--- config.mk ---
export PLATFORM = sky130hd
export DESIGN_NAME = core_mem_port
export DESIGN_NICKNAME = d
export VERILOG_FILES = /design/src/rtl/mem_pkg.sv /design/src/rtl/core_mem_port.sv
export SDC_FILE = /design/constraint.sdc
export NUM_CORES = 1
export LEC_CHECK = 0
export ABC_AREA = 1
export CAP_MARGIN = 10
export CORE_UTILIZATION = 43
export DETAILED_ROUTE_END_ITERATION = 8
export GPL_TIMING_DRIVEN = 0
export PLACE_DENSITY_LB_ADDON = 0.08
export SLEW_MARGIN = 20
export SYNTH_ARGS = -nofsm -noshare
export SYNTH_HDL_FRONTEND = slang
export SYNTH_SLANG_ARGS = --single-unit
--- constraint.sdc ---
create_clock -name clk -period 1.89 [get_ports clk]
set_clock_uncertainty 0.1 [all_clocks]
set_input_delay 0.2835 -clock clk [delete_from_list [all_inputs] [get_ports clk]]
set_output_delay 0.2835 -clock clk [all_outputs]
set_load 0.02 [all_outputs]
--- src/rtl/mem_pkg.sv ---
// Shared definitions for the per-core requester stage in front of the 4-core shared-RAM arbiter.
package mem_pkg;

    localparam int NCORES        = 4;
    localparam int LANE_W        = 8;
    localparam int ARB_GRANT_LAT = 3;
    // The request must outlive the arbiter's registered RAM read by at least this much.
    localparam int HOLD_MIN      = ARB_GRANT_LAT - 1;

    typedef enum logic [2:0] {
        ST_IDLE    = 3'd0,
        ST_REQ     = 3'd1,
        ST_HOLD    = 3'd2,
        ST_RELEASE = 3'd3,
        ST_RESP    = 3'd4
    } state_t;

    function automatic logic drives_strobe(input state_t s);
        return (s == ST_REQ) || (s == ST_HOLD);
    endfunction

    function automatic logic drives_lanes(input state_t s);
        return (s == ST_REQ) || (s == ST_HOLD) || (s == ST_RELEASE);
    endfunction

endpackage

--- src/rtl/core_mem_port.sv ---
// Per-core requester: one load/store at a time, presented on the arbiter's rden/wren bit and
// byte lanes, held through the grant, then answered with a single-cycle response.
module core_mem_port
    import mem_pkg::*;
#(
    parameter int HOLD_CYCLES = 3,
    parameter int TIMEOUT     = 255,
    parameter int TO_W        = 8
) (
    input  logic              clk,
    input  logic              rst,
    input  logic              req_valid,
    input  logic              req_write,
    input  logic [LANE_W-1:0] req_addr,
    input  logic [LANE_W-1:0] req_wdata,
    output logic              req_ready,
    output logic              resp_valid,
    output logic [LANE_W-1:0] resp_rdata,
    output logic              timeout_err,
    output logic              rden,
    output logic              wren,
    output logic [LANE_W-1:0] addr_out,
    output logic [LANE_W-1:0] din_out,
    input  logic              acq_in,
    input  logic [LANE_W-1:0] dq_in
);

    // Too short a hold would sample Dq before the arbiter's read path has settled.
    localparam int HOLD_EFF = (HOLD_CYCLES < HOLD_MIN) ? HOLD_MIN : HOLD_CYCLES;
    localparam int HC_W     = $clog2(HOLD_EFF + 1);

    state_t              state_q, state_d;
    logic [TO_W-1:0]     to_cnt_q, to_cnt_d;
    logic [HC_W-1:0]     hold_cnt_q, hold_cnt_d;
    logic                wr_q, wr_d;
    logic [LANE_W-1:0]   cap_q, cap_d;
    logic [LANE_W-1:0]   addr_q, addr_d;
    logic [LANE_W-1:0]   din_q, din_d;
    logic                rden_q, rden_d;
    logic                wren_q, wren_d;
    logic                ready_q, ready_d;
    logic                resp_valid_q, resp_valid_d;
    logic [LANE_W-1:0]   resp_rdata_q, resp_rdata_d;
    logic                timeout_err_q, timeout_err_d;
    logic [TO_W-1:0]     to_cnt_inc_s;
    logic                abort_s;

    assign to_cnt_inc_s = to_cnt_q + TO_W'(1);

    // Next-state and next-output computation for every register.
    always_comb begin
        state_d    = state_q;
        to_cnt_d   = to_cnt_q;
        hold_cnt_d = hold_cnt_q;
        wr_d       = wr_q;
        cap_d      = cap_q;
        addr_d     = addr_q;
        din_d      = din_q;
        abort_s    = 1'b0;

        case (state_q)
            ST_IDLE: begin
                if (req_valid && ready_q) begin
                    state_d    = ST_REQ;
                    wr_d       = req_write;
                    addr_d     = req_addr;
                    din_d      = req_wdata;
                    to_cnt_d   = {TO_W{1'b0}};
                    hold_cnt_d = {HC_W{1'b0}};
                    cap_d      = {LANE_W{1'b0}};
                end else begin
                    state_d = ST_IDLE;
                end
            end
            ST_REQ: begin
                to_cnt_d = to_cnt_inc_s;
                if (acq_in) begin
                    state_d    = ST_HOLD;
                    hold_cnt_d = {HC_W{1'b0}};
                end else if (to_cnt_inc_s >= TO_W'(TIMEOUT)) begin
                    state_d = ST_RESP;
                    abort_s = 1'b1;
                end else begin
                    state_d = ST_REQ;
                end
            end
            ST_HOLD: begin
                // Losing acq mid-hold means preemption; the timeout budget keeps running.
                if (!acq_in) begin
                    state_d = ST_REQ;
                end else if (hold_cnt_q == HC_W'(HOLD_EFF - 1)) begin
                    state_d = ST_RELEASE;
                    cap_d   = wr_q ? {LANE_W{1'b0}} : dq_in;
                end else begin
                    hold_cnt_d = hold_cnt_q + HC_W'(1);
                end
            end
            ST_RELEASE: begin
                // acq is registered in the arbiter and trails our strobe drop.
                if (!acq_in) begin
                    state_d = ST_RESP;
                end else begin
                    state_d = ST_RELEASE;
                end
            end
            ST_RESP: begin
                state_d = ST_IDLE;
            end
            default: begin
                state_d = ST_IDLE;
            end
        endcase

        if (!drives_lanes(state_d)) begin
            addr_d = {LANE_W{1'b0}};
            din_d  = {LANE_W{1'b0}};
        end else begin
            addr_d = addr_d;
            din_d  = din_d;
        end

        rden_d        = drives_strobe(state_d) & ~wr_d;
        wren_d        = drives_strobe(state_d) & wr_d;
        ready_d       = (state_d == ST_IDLE);
        resp_valid_d  = (state_d == ST_RESP);
        timeout_err_d = abort_s;
        resp_rdata_d  = ((state_d == ST_RESP) && !abort_s) ? cap_q : {LANE_W{1'b0}};
    end

    // State and registered outputs; reset clears everything, including an access in flight.
    always_ff @(posedge clk) begin
        if (rst) begin
            state_q       <= ST_IDLE;
            to_cnt_q      <= {TO_W{1'b0}};
            hold_cnt_q    <= {HC_W{1'b0}};
            wr_q          <= 1'b0;
            cap_q         <= {LANE_W{1'b0}};
            addr_q        <= {LANE_W{1'b0}};
            din_q         <= {LANE_W{1'b0}};
            rden_q        <= 1'b0;
            wren_q        <= 1'b0;
            ready_q       <= 1'b0;
            resp_valid_q  <= 1'b0;
            resp_rdata_q  <= {LANE_W{1'b0}};
            timeout_err_q <= 1'b0;
        end else begin
            state_q       <= state_d;
            to_cnt_q      <= to_cnt_d;
            hold_cnt_q    <= hold_cnt_d;
            wr_q          <= wr_d;
            cap_q         <= cap_d;
            addr_q        <= addr_d;
            din_q         <= din_d;
            rden_q        <= rden_d;
            wren_q        <= wren_d;
            ready_q       <= ready_d;
            resp_valid_q  <= resp_valid_d;
            resp_rdata_q  <= resp_rdata_d;
            timeout_err_q <= timeout_err_d;
        end
    end

    assign req_ready   = ready_q;
    assign resp_valid  = resp_valid_q;
    assign resp_rdata  = resp_rdata_q;
    assign timeout_err = timeout_err_q;
    assign rden        = rden_q;
    assign wren        = wren_q;
    assign addr_out    = addr_q;
    assign din_out     = din_q;

endmodule

Yosys cells after proc, flatten, opt, wreduce, memory -nomap -nowiden:

Index checks and enable logic that the tools add are counted.

* register bits: 51
* bits of input ports: 29
* word-level logic and storage cells: 73

* add/sub/neg operators: 2
* order comparisons: 1
* eq/ne operators: 13
* multiplexer cells: 23
* bitwise gates (word level): 5
* reductions and logical operators: 16

Operators with widths (number)
* $mux W8: 4
* $pmux W8 S2: 2
* $mux W3: 5
* $eq A3 B2 Y1 const B: 4
* $pmux W3 S4: 1
* $ne A2 B2 Y1 const B: 5
* $add A8 B1 Y8 const B: 1
* $ge A8 B8 Y1 const B: 1
* $mux W2: 4
* $eq A3 B1 Y1 const B: 2
* $logic_not A3 Y1: 2
* $mux W1: 6
* $pmux W2 S3: 1
* $reduce_and A5 Y1: 1
* $reduce_and A2 Y1: 2
* $reduce_and A4 Y1: 1
* $reduce_bool A2 Y1: 2
* $reduce_or A2 Y1: 2
* $eq A3 B3 Y1 const B: 1
* $not A1 Y1: 3
* $reduce_bool A3 Y1: 1
* $add A2 B1 Y2 const B: 1
* $and A1 B1 Y1: 2
* $eq A2 B2 Y1 const B: 1
* 3 further kinds: 5

Longest topological paths before layout:

* word-level depth: 10
* gate-level depth with buffers: 13

Worst setup path before layout:

No wires, ideal clock.

* path kind: reg2reg
* from: reg to_cnt_q[1]
* to: reg addr_q[1] (netlist: addr_out[1])
* library setup time: 116 ps
* data arrival time: 1537 ps
* slack: 137 ps
* stages on the path, launching flop included: 12
* path buffers: 1
* period minus slack after synthesis: 1753 ps
* path through: dfxtp_1 -> ha_1 -> nand3_2 -> o21bai_1 -> nand2_1 -> nor2_2 -> nand2_1 -> nand2_2 -> nand3_4 -> nand2_4 -> buf_12 -> nor2_1

* cells in the longest elaborated chain, start to end: 10

RTL lines
* start, declared: line core_mem_port.sv:33 `logic [TO_W-1:0] to_cnt_q, to_cnt_d;`
* start signal, assigned: line core_mem_port.sv:134 `to_cnt_q <= {TO_W{1'b0}};`
* start signal, assigned: line core_mem_port.sv:148 `to_cnt_q <= to_cnt_d;`
* $add A8 B1 Y8 *: line core_mem_port.sv:48 `assign to_cnt_inc_s = to_cnt_q + TO_W'(1);`
* $ge A8 B8 Y1 *: line core_mem_port.sv:80 `end else if (to_cnt_inc_s >= TO_W'(TIMEOUT)) begin`
* $mux W3 *: line core_mem_port.sv:80
* $mux W3 *: line core_mem_port.sv:77 `if (acq_in) begin`
* $pmux W3 S4 *: line core_mem_port.sv:61 `case (state_q)`
* $eq A3 B1 Y1 or $eq A3 B2 Y1 (tied branches): line mem_pkg.sv:23 `return (s == ST_REQ) || (s == ST_HOLD) || (s == ST_RELEASE);`
* $logic_or A1 B1 Y1: line mem_pkg.sv:23
* $logic_or A1 B1 Y1 *: line mem_pkg.sv:23
* $not A1 Y1 (no source line) *
* $reduce_or A2 Y1 (no source line) *
* end signal, assigned: line core_mem_port.sv:138 `addr_q <= {LANE_W{1'b0}};`
* end signal, assigned: line core_mem_port.sv:152 `addr_q <= addr_d;`
* end, declared: line core_mem_port.sv:37 `logic [LANE_W-1:0] addr_q, addr_d;`

Every way passes the cells marked *; elsewhere a longest branch is shown, timed or not.
A chain may end at the register's enable or synchronous reset.

Final worst setup path:

* from: reg to_cnt_q[0]
* to: reg addr_q[1] (netlist: addr_out[1])

The elaborated chain is that of the path after synthesis.

==> qor_table.md <==
| Result | Reported |
|---|---|
| Period Utilization, post-route | 94.3% |
| Path type of the worst min-delay path | input port to flip-flop |
| Cell area after synthesis | 0.00215 sq mm |
| Total placed instance area | 0.00279 sq mm |
| Count of filler cells inserted in the layout | 429 |
| Achievable clock frequency | 561 MHz |
| # port buffers | 56 |
| Switching part of the total | 26.4% |
| Worst Path Arrival | 1.88 ns |
| Number of routed nets with antenna violations | 0 |
| Final instance area | 0.00298 sq mm |
| Minimum setup slack in the final design | 0.109 ns |
| Ordered cell list for the critical path | ha_4 > inv_1 > nand2_1 > nand2_1 > nor2_1 > nand3_1 > nor2_2 > nand2_1 > nand2_2 > nand3_4 > nand2_8 > buf_12 > nor2_1 |
| Largest stage delay on the critical path | 0.38 ns |
| RR Endpoint | addr_out[1] |
| Iteration-0 DRC count of the detailed router | 67 |
| Flop-to-flop setup slack | 0.11 ns |
| Number of antenna violations at the first check in global routing | 0 |
| Most frequent CP cell | sky130_fd_sc_hd__nand2_1 |
| Maximum clock insertion buffer count | 2 |
| Final WL | 4.40 mm |
| Wire length of the first global-routing pass | 7.02 mm |
| Number of different library cells in the post-synthesis netlist | 32 |
| Core Footprint | 0.00475 sq mm |
| Die X | 72.7 um |
| Final RePlAce weighted congestion | 0.793 |
| Combinational fraction of design power | 17.5% |
| Worst skew pair latency | 0.31 ns |
| Data required time of the worst path | 1.99 ns |
| Sink count of the clock tree | 51 |
| Power share of the sequential group | 52.4% |
| Root Driver | sky130_fd_sc_hd__clkbuf_8 |
| Min Clock Period, post-route | 1.78 ns |
| R2R Path Start | to_cnt_q[0] |
| Effective utilization at floorplan | 45.2% |
| DR vias | 1,812 |
| Synth Area per Inst | 8.53 sq um |
| Number of synthesized register bits | 51 |
| Kind of capture point of the worst setup path | flip-flop |
| Cts bufs inserted | 5 |
| Peak ir drop on the vdd network | 444 uV |
| Final number of hold-violating endpoints | 0 |
| Slew Limit Headroom | 50.8% |
| Post-route core utilization | 62.8% |
| Number of rows created at floorplan | 25 |
| Delay-heaviest family, CP | simple AND/OR/NAND/NOR gates |
| Post-layout nets | 351 |
| Count of max-cap constraint violations | 0 |
| Crit path max fanout | 10 |
| Worst-margin pin slew | 0.732 ns |
| Critical setup path kind | flip-flop to flip-flop |
| Final Max Slew Viols | 0 |
| Smallest hold slack | 0.105 ns |
| Post-layout total power | 2.17 mW |
| CTS tree | yes |
| Number of global-route vias before repair | 1,524 |
| Logic depth of the worst register-to-register path | 13 |
| Share of power burned in the clock network | 30.1% |
| Syn nets | 284 |
| Boundary Pins | 58 |
| Sum of overflow across all layers after global routing | 0 |
| Maximum number of pins on one net before global-route repair | 17 |
| Chip height | 72.7 um |
| Hold Crit Endpoint | cap_q[0] |
| Pre-antenna DRT Iters | 4 |
| Via count normalized by instance count | 4.68 |
| Detailed-route wire length per cell | 11.4 um |
| Synth warn | 0 |
| Buffering stage count on the worst path with inverters included | 2 |
| WHS Path Cells | 2 |
| Commonest cells after routing, fill and taps aside | sky130_fd_sc_hd__clkdlybuf4s50_1 (56), sky130_fd_sc_hd__dfxtp_1 (46), sky130_fd_sc_hd__nand2_1 (37) |
| Worst slack at placement | -0.0825 ns |
| Full die area | 0.00529 sq mm |
| Count of final setup violators | 0 |
| Number of standard cells after synthesis | 252 |
| Total DRC errors in the routed layout | 0 |
| Outcome | complete, no violations |
| RSZ-0062 raised after global routing | yes |
| Internal power consumption | 1.60 mW |
| Portion of the post-synthesis area used by sequential elements | 47.5% |
| Category of the worst setup path launch point | flip-flop |
| Static leakage | 1.18 nW |
| Total track usage | 17.6% |
| Switching power | 0.574 mW |
| H-tree levels | 2 |
| Antenna cells | 0 |
| Highest-delay cell along the critical path | sky130_fd_sc_hd__dfxtp_4 |
| Share of post-route cells with drive strength above 1 | 17.2% |
| HPWL Detailed | 3.20 mm |
| Clock-pin slew on the worst setup and hold paths | 0.09 ns |
| Synthesis-to-layout area growth | 38.8% |
| Most common cell after layout, fill and taps aside | sky130_fd_sc_hd__clkdlybuf4s50_1 |
| Hold path startpoint | rst |
| Power per cell area | 728 mW/mm^2 |
## power by group through the flow
| stage | clock, mW | combinational, mW | sequential, mW |
|---|---|---|---|
| 2_1_floorplan | 0 | 0.223 | 1.18 |
| 3_3_place_gp | 0 | 0.362 | 1.16 |
| 3_5_place_dp | 0 | 0.366 | 1.16 |
| 4_1_cts | 0.688 | 0.372 | 1.14 |
| 5_1_grt | 0.739 | 0.419 | 1.14 |
| 6_report | 0.654 | 0.381 | 1.14 |
## area by class of cell
| class | instances | area (sq um) | share of cell area (%) |
|---|---|---|---|
| repair buffers | 60 | 591 | 19.8 |
| flip-flops and latches | 51 | 1030 | 34.6 |
| plain buffers | 8 | 63.8 | 2.14 |
| inverters | 27 | 101 | 3.40 |
| clock inverters | 2 | 16.3 | 0.545 |
| multi-input cells | 166 | 1010 | 34.0 |
| well taps | 67 | 83.8 | 2.81 |
| clock buffers | 6 | 82.6 | 2.77 |
## metal layers
metal	wire length (um)	track usage, %
met5	0	0
met4	64	7.84
met3	183	4.56
met2	2050	27.2
met1	2110	23.2
## worst max-delay path by stage
stage / startpoint / depth (start not counted) / to
after CTS: to_cnt_q[1] / 11 / addr_out[1]
after global routing: to_cnt_q[1] / 11 / resp_rdata[5]
after floorplan: to_cnt_q[1] / 11 / addr_out[1]
after global placement: req_valid / 11 / wren
final: to_cnt_q[0] / 13 / addr_out[1]
after detailed placement: to_cnt_q[0] / 11 / addr_out[1]
## synth_stat cells
cell | number | area share [%]
sky130_fd_sc_hd__buf_12 | 1 | 0.93
sky130_fd_sc_hd__nand2_2 | 4 | 1.2
sky130_fd_sc_hd__buf_2 | 2 | 0.47
sky130_fd_sc_hd__o21ai_0 | 2 | 0.47
sky130_fd_sc_hd__nor2_4 | 1 | 0.52
sky130_fd_sc_hd__dfxtp_1 | 51 | 47
sky130_fd_sc_hd__inv_1 | 25 | 4.4
sky130_fd_sc_hd__clkbuf_1 | 2 | 0.35
sky130_fd_sc_hd__or2_2 | 1 | 0.29
sky130_fd_sc_hd__a211oi_1 | 8 | 2.8
sky130_fd_sc_hd__mux2i_1 | 16 | 7.5
sky130_fd_sc_hd__nor2_2 | 13 | 3.8
sky130_fd_sc_hd__nand3_4 | 1 | 0.82
sky130_fd_sc_hd__nor4_2 | 1 | 0.58
sky130_fd_sc_hd__o21ai_2 | 1 | 0.41
sky130_fd_sc_hd__nand3_2 | 3 | 1.4
sky130_fd_sc_hd__nor3_2 | 1 | 0.47
sky130_fd_sc_hd__o21ai_1 | 1 | 0.23
sky130_fd_sc_hd__nand2_4 | 1 | 0.52
sky130_fd_sc_hd__buf_4 | 2 | 0.70
sky130_fd_sc_hd__buf_6 | 1 | 0.52
sky130_fd_sc_hd__o21bai_1 | 2 | 0.70
sky130_fd_sc_hd__nand3_1 | 12 | 2.8
sky130_fd_sc_hd__nand3b_1 | 1 | 0.35
sky130_fd_sc_hd__xnor2_1 | 1 | 0.41
sky130_fd_sc_hd__or2_1 | 2 | 0.58
sky130_fd_sc_hd__ha_1 | 3 | 1.7
sky130_fd_sc_hd__nor2_1 | 29 | 5.1
sky130_fd_sc_hd__nand2_1 | 37 | 6.5
sky130_fd_sc_hd__a21oi_1 | 22 | 5.1
sky130_fd_sc_hd__inv_2 | 2 | 0.35
sky130_fd_sc_hd__nor3_1 | 3 | 0.70
## metrics by stage
stage | TNS (ns) | instances
6_report | 0 | 387
3_5_place_dp | -1.09 | 375
5_1_grt | -0.0402 | 387
4_1_cts | 0 | 383
2_1_floorplan | 0 | 252
3_3_place_gp | -0.408 | 375
## repair_timing
action / CTS / global route
pin swaps: 1 / 2
gates cloned: 0 / 0
gates resized for setup: 7 / 9
endpoints found under the setup margin: 18 / 19
hold buffers: 0 / 0
setup buffers: 0 / 4
## kinds of logic (layout without fill, tap and decap cells)
logic type               count (synthesis)  count (layout)  share of synthesized area, %
AND/OR/NAND/NOR                        110             110                          25.5
buffers and inverters                   35             103                          7.68
multiplexers                            16              16                          7.45
adder cells (fa/ha/maj)                  3               3                          1.75
XOR/XNOR                                 1               1                         0.408
flip-flops                              51              51                          47.5
AO/OA/AOI/OAI                           36              36                          9.72
## sequential cells by signal (all words and copies together) (netlist names)
| name | flops |
|---|---|
| resp_rdata | 8 |
| state_q | 3 |
| rden | 1 |
| timeout_err | 1 |
| addr_out | 8 |
| req_ready | 1 |
| cap_q | 8 |
| wren | 1 |
| resp_valid | 1 |
| din_out | 8 |
| to_cnt_q | 8 |
| wr_q | 1 |
| hold_cnt_q | 2 |
Note: power is estimated with default switching activity, not from simulation.
